--- src/rtl/minila_inst_encoder_if.sv ---
// miniLA encoder bus: instruction field stream in, IROM write port out.
// Encoder is the slave of the stream and master of the IROM port.
interface minila_inst_encoder_if #(
  parameter int ADDR_W = 14
);
  logic              in_valid;
  logic              in_ready;
  logic [5:0]        in_op;
  logic [4:0]        in_rd;
  logic [4:0]        in_rj;
  logic [4:0]        in_rk;
  logic [31:0]       in_imm;
  logic              in_last;
  logic              irom_we;
  logic [ADDR_W-1:0] irom_addr;
  logic [31:0]       irom_wdata;
  logic              irom_ack;

  modport master (
    output in_valid, in_op, in_rd, in_rj,
    output in_rk, in_imm, in_last, irom_ack,
    input  in_ready, irom_we, irom_addr,
    input  irom_wdata
  );

  modport slave (
    input  in_valid, in_op, in_rd, in_rj,
    input  in_rk, in_imm, in_last, irom_ack,
    output in_ready, irom_we, irom_addr,
    output irom_wdata
  );
endinterface

--- src/rtl/minila_inst_encoder.sv ---
// miniLA instruction encoder / IROM program loader.
// Packs symbolic fields into 32-bit words and streams them into IROM.
module minila_inst_encoder #(
  parameter int ADDR_W = 14
) (
  input  logic                  cpu_clk,
  input  logic                  cpu_rst_n,
  input  logic                  start,
  input  logic [ADDR_W-1:0]     base_addr,
  minila_inst_encoder_if.slave  bus,
  output logic                  busy,
  output logic                  done,
  output logic                  err,
  output logic [ADDR_W-1:0]     err_addr,
  output logic [ADDR_W:0]       inst_cnt
);

  typedef enum logic [1:0] {
    IDLE  = 2'd0,
    RUN   = 2'd1,
    DRAIN = 2'd2,
    DONE  = 2'd3
  } state_t;

  state_t            state_q, state_d;
  logic [ADDR_W-1:0] addr_q, addr_d;
  logic              we_q, we_d;
  logic [31:0]       wdata_q, wdata_d;
  logic              err_q, err_d;
  logic [ADDR_W-1:0] err_addr_q, err_addr_d;
  logic [ADDR_W:0]   cnt_q, cnt_d;

  logic        in_ready;
  logic        accept;
  logic [31:0] enc_word;
  logic        enc_ok;

  logic [5:0]  op;
  logic [31:0] imm;
  logic [31:0] offs;
  logic        cls_3r, cls_si, cls_sh;
  logic        cls_br, cls_b;
  logic        si_ok, sh_ok, br_ok, b_ok;

  assign op   = bus.in_op;
  assign imm  = bus.in_imm;
  assign offs = {{2{imm[31]}}, imm[31:2]};

  assign cls_3r = (op <= 6'd6);
  assign cls_si = (op >= 6'd8 && op <= 6'd13)
               || op == 6'd17 || op == 6'd18;
  assign cls_sh = (op >= 6'd14 && op <= 6'd16);
  assign cls_br = (op >= 6'd22 && op <= 6'd25)
               || op == 6'd19;
  assign cls_b  = (op == 6'd20 || op == 6'd21);

  assign si_ok = imm[31:11] == {21{imm[11]}};
  assign sh_ok = imm[31:5] == 27'd0;
  assign br_ok = imm[1:0] == 2'd0
              && offs[31:15] == {17{offs[15]}};
  assign b_ok  = imm[1:0] == 2'd0
              && offs[31:25] == {7{offs[25]}};

  always_comb begin
    enc_word = 32'd0;
    enc_ok   = 1'b0;
    unique case (1'b1)
      cls_3r: begin
        enc_ok   = 1'b1;
        enc_word = {op, 11'd0, bus.in_rk,
                    bus.in_rj, bus.in_rd};
      end
      cls_si: begin
        enc_ok   = si_ok;
        enc_word = {op, 4'd0, imm[11:0],
                    bus.in_rj, bus.in_rd};
      end
      cls_sh: begin
        enc_ok   = sh_ok;
        enc_word = {op, 11'd0, imm[4:0],
                    bus.in_rj, bus.in_rd};
      end
      cls_br: begin
        enc_ok   = br_ok;
        enc_word = {op, offs[15:0],
                    bus.in_rj, bus.in_rd};
      end
      cls_b: begin
        enc_ok   = b_ok;
        enc_word = {op, offs[15:0], offs[25:16]};
      end
      default: begin
        enc_ok   = 1'b0;
        enc_word = 32'd0;
      end
    endcase
  end

  assign in_ready = (state_q == RUN)
                 && (!we_q || bus.irom_ack);
  assign accept   = bus.in_valid && in_ready;

  always_comb begin
    state_d    = state_q;
    addr_d     = addr_q;
    we_d       = we_q;
    wdata_d    = wdata_q;
    err_d      = err_q;
    err_addr_d = err_addr_q;
    cnt_d      = cnt_q;

    if (we_q && bus.irom_ack) begin
      we_d   = 1'b0;
      addr_d = addr_q + ADDR_W'(1);
      cnt_d  = cnt_q + (ADDR_W+1)'(1);
    end

    if (accept) begin
      if (enc_ok) begin
        we_d    = 1'b1;
        wdata_d = enc_word;
      end else begin
        err_d = 1'b1;
        // slot the word would take once any in-flight write retires
        if (!err_q)
          err_addr_d = we_q ? addr_q + ADDR_W'(1)
                            : addr_q;
      end
    end

    unique case (state_q)
      IDLE: begin
        if (start) begin
          state_d    = RUN;
          addr_d     = base_addr;
          err_d      = 1'b0;
          err_addr_d = '0;
          cnt_d      = '0;
        end
      end
      RUN: begin
        if (accept && bus.in_last)
          state_d = DRAIN;
      end
      DRAIN: begin
        if (!we_q)
          state_d = DONE;
      end
      DONE: begin
        state_d = IDLE;
      end
      default: state_d = IDLE;
    endcase
  end

  always_ff @(posedge cpu_clk) begin
    if (!cpu_rst_n) begin
      state_q    <= IDLE;
      addr_q     <= '0;
      we_q       <= 1'b0;
      wdata_q    <= 32'd0;
      err_q      <= 1'b0;
      err_addr_q <= '0;
      cnt_q      <= '0;
    end else begin
      state_q    <= state_d;
      addr_q     <= addr_d;
      we_q       <= we_d;
      wdata_q    <= wdata_d;
      err_q      <= err_d;
      err_addr_q <= err_addr_d;
      cnt_q      <= cnt_d;
    end
  end

  assign bus.in_ready   = in_ready;
  assign bus.irom_we    = we_q;
  assign bus.irom_addr  = addr_q;
  assign bus.irom_wdata = wdata_q;

  assign busy     = (state_q == RUN) || (state_q == DRAIN);
  assign done     = (state_q == DONE);
  assign err      = err_q;
  assign err_addr = err_addr_q;
  assign inst_cnt = cnt_q;

endmodule

--- src/flat_wrapper.sv ---
// flat-port wrapper written by rule: the top's interface ports become plain ports
module minila_inst_encoder_flat 
#(
  parameter int ADDR_W = 14
)
  (cpu_clk, cpu_rst_n, start, base_addr, busy, done, err, err_addr, inst_cnt, bus_in_valid, bus_in_op, bus_in_rd, bus_in_rj, bus_in_rk, bus_in_imm, bus_in_last, bus_irom_ack, bus_in_ready, bus_irom_we, bus_irom_addr, bus_irom_wdata);
  minila_inst_encoder_if #(.ADDR_W(ADDR_W)) bus_i ();
  input  logic cpu_clk;
  input  logic cpu_rst_n;
  input  logic start;
  input  logic [ADDR_W-1:0] base_addr;
  output logic busy;
  output logic done;
  output logic err;
  output logic [ADDR_W-1:0] err_addr;
  output logic [ADDR_W:0] inst_cnt;
  input wire logic [$bits(bus_i.in_valid)-1:0] bus_in_valid;
  input wire logic [$bits(bus_i.in_op)-1:0] bus_in_op;
  input wire logic [$bits(bus_i.in_rd)-1:0] bus_in_rd;
  input wire logic [$bits(bus_i.in_rj)-1:0] bus_in_rj;
  input wire logic [$bits(bus_i.in_rk)-1:0] bus_in_rk;
  input wire logic [$bits(bus_i.in_imm)-1:0] bus_in_imm;
  input wire logic [$bits(bus_i.in_last)-1:0] bus_in_last;
  input wire logic [$bits(bus_i.irom_ack)-1:0] bus_irom_ack;
  output wire logic [$bits(bus_i.in_ready)-1:0] bus_in_ready;
  output wire logic [$bits(bus_i.irom_we)-1:0] bus_irom_we;
  output wire logic [$bits(bus_i.irom_addr)-1:0] bus_irom_addr;
  output wire logic [$bits(bus_i.irom_wdata)-1:0] bus_irom_wdata;
  assign bus_i.in_valid = bus_in_valid;
  assign bus_i.in_op = bus_in_op;
  assign bus_i.in_rd = bus_in_rd;
  assign bus_i.in_rj = bus_in_rj;
  assign bus_i.in_rk = bus_in_rk;
  assign bus_i.in_imm = bus_in_imm;
  assign bus_i.in_last = bus_in_last;
  assign bus_i.irom_ack = bus_irom_ack;
  assign bus_in_ready = bus_i.in_ready;
  assign bus_irom_we = bus_i.irom_we;
  assign bus_irom_addr = bus_i.irom_addr;
  assign bus_irom_wdata = bus_i.irom_wdata;
  minila_inst_encoder #(.ADDR_W(ADDR_W)) u_core (.cpu_clk(cpu_clk), .cpu_rst_n(cpu_rst_n), .start(start), .base_addr(base_addr), .bus(bus_i), .busy(busy), .done(done), .err(err), .err_addr(err_addr), .inst_cnt(inst_cnt));
endmodule
--- config.mk ---
export PLATFORM = sky130hd
export DESIGN_NAME = minila_inst_encoder_flat
export DESIGN_NICKNAME = d
export VERILOG_FILES = /design/src/rtl/minila_inst_encoder_if.sv /design/src/rtl/minila_inst_encoder.sv /design/src/flat_wrapper.sv
export SDC_FILE = /design/constraint.sdc
export NUM_CORES = 1
export LEC_CHECK = 0
export BUFFER_PORTS_ARGS = -buffer_cell sky130_fd_sc_hd__buf_2
export CAP_MARGIN = 20
export CORE_ASPECT_RATIO = 1.5
export CORE_UTILIZATION = 45
export DETAILED_ROUTE_END_ITERATION = 8
export PLACE_DENSITY = 0.71
export SLEW_MARGIN = 20
export SYNTH_ARGS = -nofsm -noshare
export SYNTH_HDL_FRONTEND = slang
export SYNTH_SLANG_ARGS = --single-unit
--- constraint.sdc ---
create_clock -name cpu_clk -period 4.3 [get_ports cpu_clk]
set_input_delay 0.43 -clock cpu_clk [delete_from_list [all_inputs] [get_ports cpu_clk]]
set_output_delay 0.43 -clock cpu_clk [all_outputs]
set_load 0.02 [all_outputs]
==> results.yml <==
setup_path:
  cp_cell_sequence: "buf_2 > nand2b_1 > nor3b_1 > o311a_1 > a211o_1 > o21ai_4 > buf_4 > mux2i_1"
  arrival_ps: 2890
  critical_path_class: "primary input to flop"
  crit_family: "compound AO/OA/AOI/OAI gates"
  slowest_delay_ps: 500
  critical_path.slowest_cell: "o21ai_4"
  reg2reg_depth: 8
  crit_fanout: 20
  cp_data_required_time_ps: 4560
  end_kind: "flop"
  r2r-start: "u_core.state_q[1]"
  worstReg2RegEnd: "u_core.err_addr[2]"
  path_buf_inv: 2
  setup.worst_path.start_class: "primary input"
  r2r_slack_ps: 2060
drt:
  vias_per_cell: 5.608
  num_vias: 4290
  drc: 0
  dr.pass1.iters: 5
  drtIter0Drc: 190
  routedWlPerCell_um: 16.01
  wirelength_um: 12250
  antenna_left: 0
status:
  status: "complete, no violations"
synth:
  ys_seq_area_share_pct: 35.89
  synth_fp_nets: 596
  synth_ff_type: "dfxtp_1"
  synth_edf_count: 0
  synthArstFlopShare_pct: 0
  syn_area_um2: 4407
  yosys_warnings: 0
  syn_inst: 513
  ys_seq_elements: 79
  synthDistinctLibCells: 53
  avgSynthCellArea_um2: 8.590
power:
  p_per_area_nw_per_um2: 438.2
  vdd_drop_max_mv: 0.3525
  cellLeakagePower_nw: 2.529
grt:
  grt_overflow_total: 0
  grt_usage_pct: 24.01
  antenna_found_initial: 0
  grt_pass1_vias: 3959
  grt_start_max_net_pins: 59
  grt_pass1_wl_um: 19490
hold_path:
  hp-class: "primary input to flop"
  holdPathStages: 3
  whs_endpoint: "u_core.bus.irom_wdata[23]"
  hp-start: "bus_in_imm[15]"
final_layout:
  layoutNonFillerInstCount: 765
  postLayoutCellArea_um2: 5518
  final_cell_mix: "buf_2 (152), dfxtp_1 (79), nand2_1 (64)"
  post-route-util_pct: 58.94
  layout-drive-gt1-share_pct: 29.56
  fill_cells: 895
  finalNetCount: 732
  area.growth.synth_to_final_pct: 25.21
  final_common_cell: "buf_2"
  antenna_cells: 0
placed_design:
  dp_cells: 750
  gp_congestion: 0.8693
  dp_hpwl_um: 9156
  placed_area_um2: 5205
  io_buffers: 152
  place_ws_ps: 1328
cts:
  cts.repair.resized: 0
  h-tree-depth: 3
  numCtsBuffers: 9
  clk_latency_ps: 330
  clkTransAtPathRegs_ps: 60
  max-clock-path-buffers: 2
  cts_tree: "built"
  post_cts.repair.setup_buffers: 0
  cts-root-buf: "clkbuf_16"
  hold_buffers: 0
  cts_num_sinks: 79
sta:
  layout_min_cycle_time_ps: 2628
  tightest_slew_ps: 1144
  setup_slack_ps: 1672
  hold_violations: 0
  fin_setup_tns_ps: 0
  finalMaxSlewViolations: 0
  setup_viol: 0
  clock.fmax_ghz: 0.3806
  rsz0062_at_grt: "false"
  min_period_over_period_pct: 61.11
  fin_skew_ps: 5.981
  maxSlewHeadroom_pct: 23.37
die:
  rows: 43
  die_h_um: 123.2
  core_region_area_um2: 9361
  ioPinCount: 153
  die_x_um: 82.80
  start_util_pct: 47.07
  die_area_um2: 10200
job:
  drv_cap: 0
-- worst register-to-register path, stage by stage (launching register included) --
cell	delay, ps
dfxtp_1	340
inv_1	110
ha_1	230
nand3_1	120
or3_1	380
a311oi_2	270
buf_4	240
and2_4	300
a211oi_1	120
-- registers in the layout, summed over array words and instances, names as in the netlist --
name	cells
u_core.bus.irom_addr	14
u_core.bus.irom_wdata	32
u_core.bus.irom_we	1
u_core.err	1
u_core.err_addr	14
u_core.inst_cnt	15
u_core.state_q	2
-- report_power, final --
part / leakage [nW] / switching [mW] / internal [mW]
sequential: 0.641 / 0.0959 / 0.810
combinational: 1.74 / 0.436 / 0.267
clock: 0.145 / 0.303 / 0.506
-- worst max path at each step --
stage,from,endpoint,slack [ps],depth (start not counted)
after detailed placement,bus_in_op[3],u_core.bus.irom_wdata[15],1330,8
after floorplan,bus_in_op[2],u_core.err_addr[4],1980,9
final,bus_in_op[3],u_core.bus.irom_wdata[22],1670,8
after global routing,bus_in_op[3],u_core.bus.irom_wdata[19],1470,8
after global placement,bus_in_op[3],u_core.bus.irom_wdata[26],1430,8
after CTS,bus_in_op[3],u_core.bus.irom_wdata[25],1670,8
-- layer usage --
layer  GRT usage, %  routed length (um)  part of all wire [%]  up-vias
li1               -                   -                     -     2120
met1          27.63                4994                    41     1999
met2          42.98                6250                    51      153
met3          5.340                 693                   5.7       18
met4          10.02                 308                   2.5        0
met5              0                   0                     0        -
-- synth_stat cells, drive strengths merged (7+ instances only) --
| library cell | number | area [um^2] |
|---|---|---|
| xnor2 | 13 | 113.9 |
| nand4 | 16 | 100.1 |
| nand2 | 64 | 240.2 |
| nand2b | 15 | 93.84 |
| and3 | 7 | 43.79 |
| clkbuf | 27 | 101.4 |
| and4 | 8 | 70.07 |
| inv | 9 | 33.78 |
| ha | 10 | 125.1 |
| a22oi | 10 | 75.07 |
| dfxtp | 79 | 1582 |
| nand3 | 18 | 90.09 |
| a211oi | 25 | 237.7 |
| nor3 | 7 | 35.03 |
| buf | 7 | 61.30 |
| mux2i | 33 | 330.3 |
| a21oi | 25 | 125.1 |
| nor2 | 46 | 172.7 |
| o21ai | 11 | 58.81 |
| xor2 | 23 | 201.4 |
| a22o | 12 | 105.1 |
-- logic make-up (layout without fill, tap and decap cells) --
| group | Yosys count | in the layout | synth area share [%] |
|---|---|---|---|
| simple gates | 205 | 205 | 23.48 |
| compound gates | 106 | 106 | 18.60 |
| flops | 79 | 79 | 35.89 |
| buf+inv | 44 | 184 | 4.543 |
| mux | 33 | 33 | 7.496 |
| xor+xnor | 36 | 36 | 7.155 |
| fa+ha+maj | 10 | 10 | 2.839 |
-- final cells by class --
cell class | count | area, um^2 | area share, %
clock buffer | 10 | 229.0 | 4.150
clock inverter | 5 | 83.83 | 1.519
inverter | 10 | 37.54 | 0.6803
multi-input combinational | 390 | 2633 | 47.71
sequential | 79 | 1582 | 28.66
tap | 112 | 140.1 | 2.540
timing repair buffer | 159 | 813.3 | 14.74
-- per-stage QoR --
stage,power [mW],hold WS (ps)
2_1_floorplan,1.405,517.9
3_3_place_gp,1.607,441.0
3_5_place_dp,1.622,452.8
4_1_cts,2.440,367.0
5_1_grt,2.547,382.2
6_report,2.418,380.9
(Power assumes the default switching activity.)
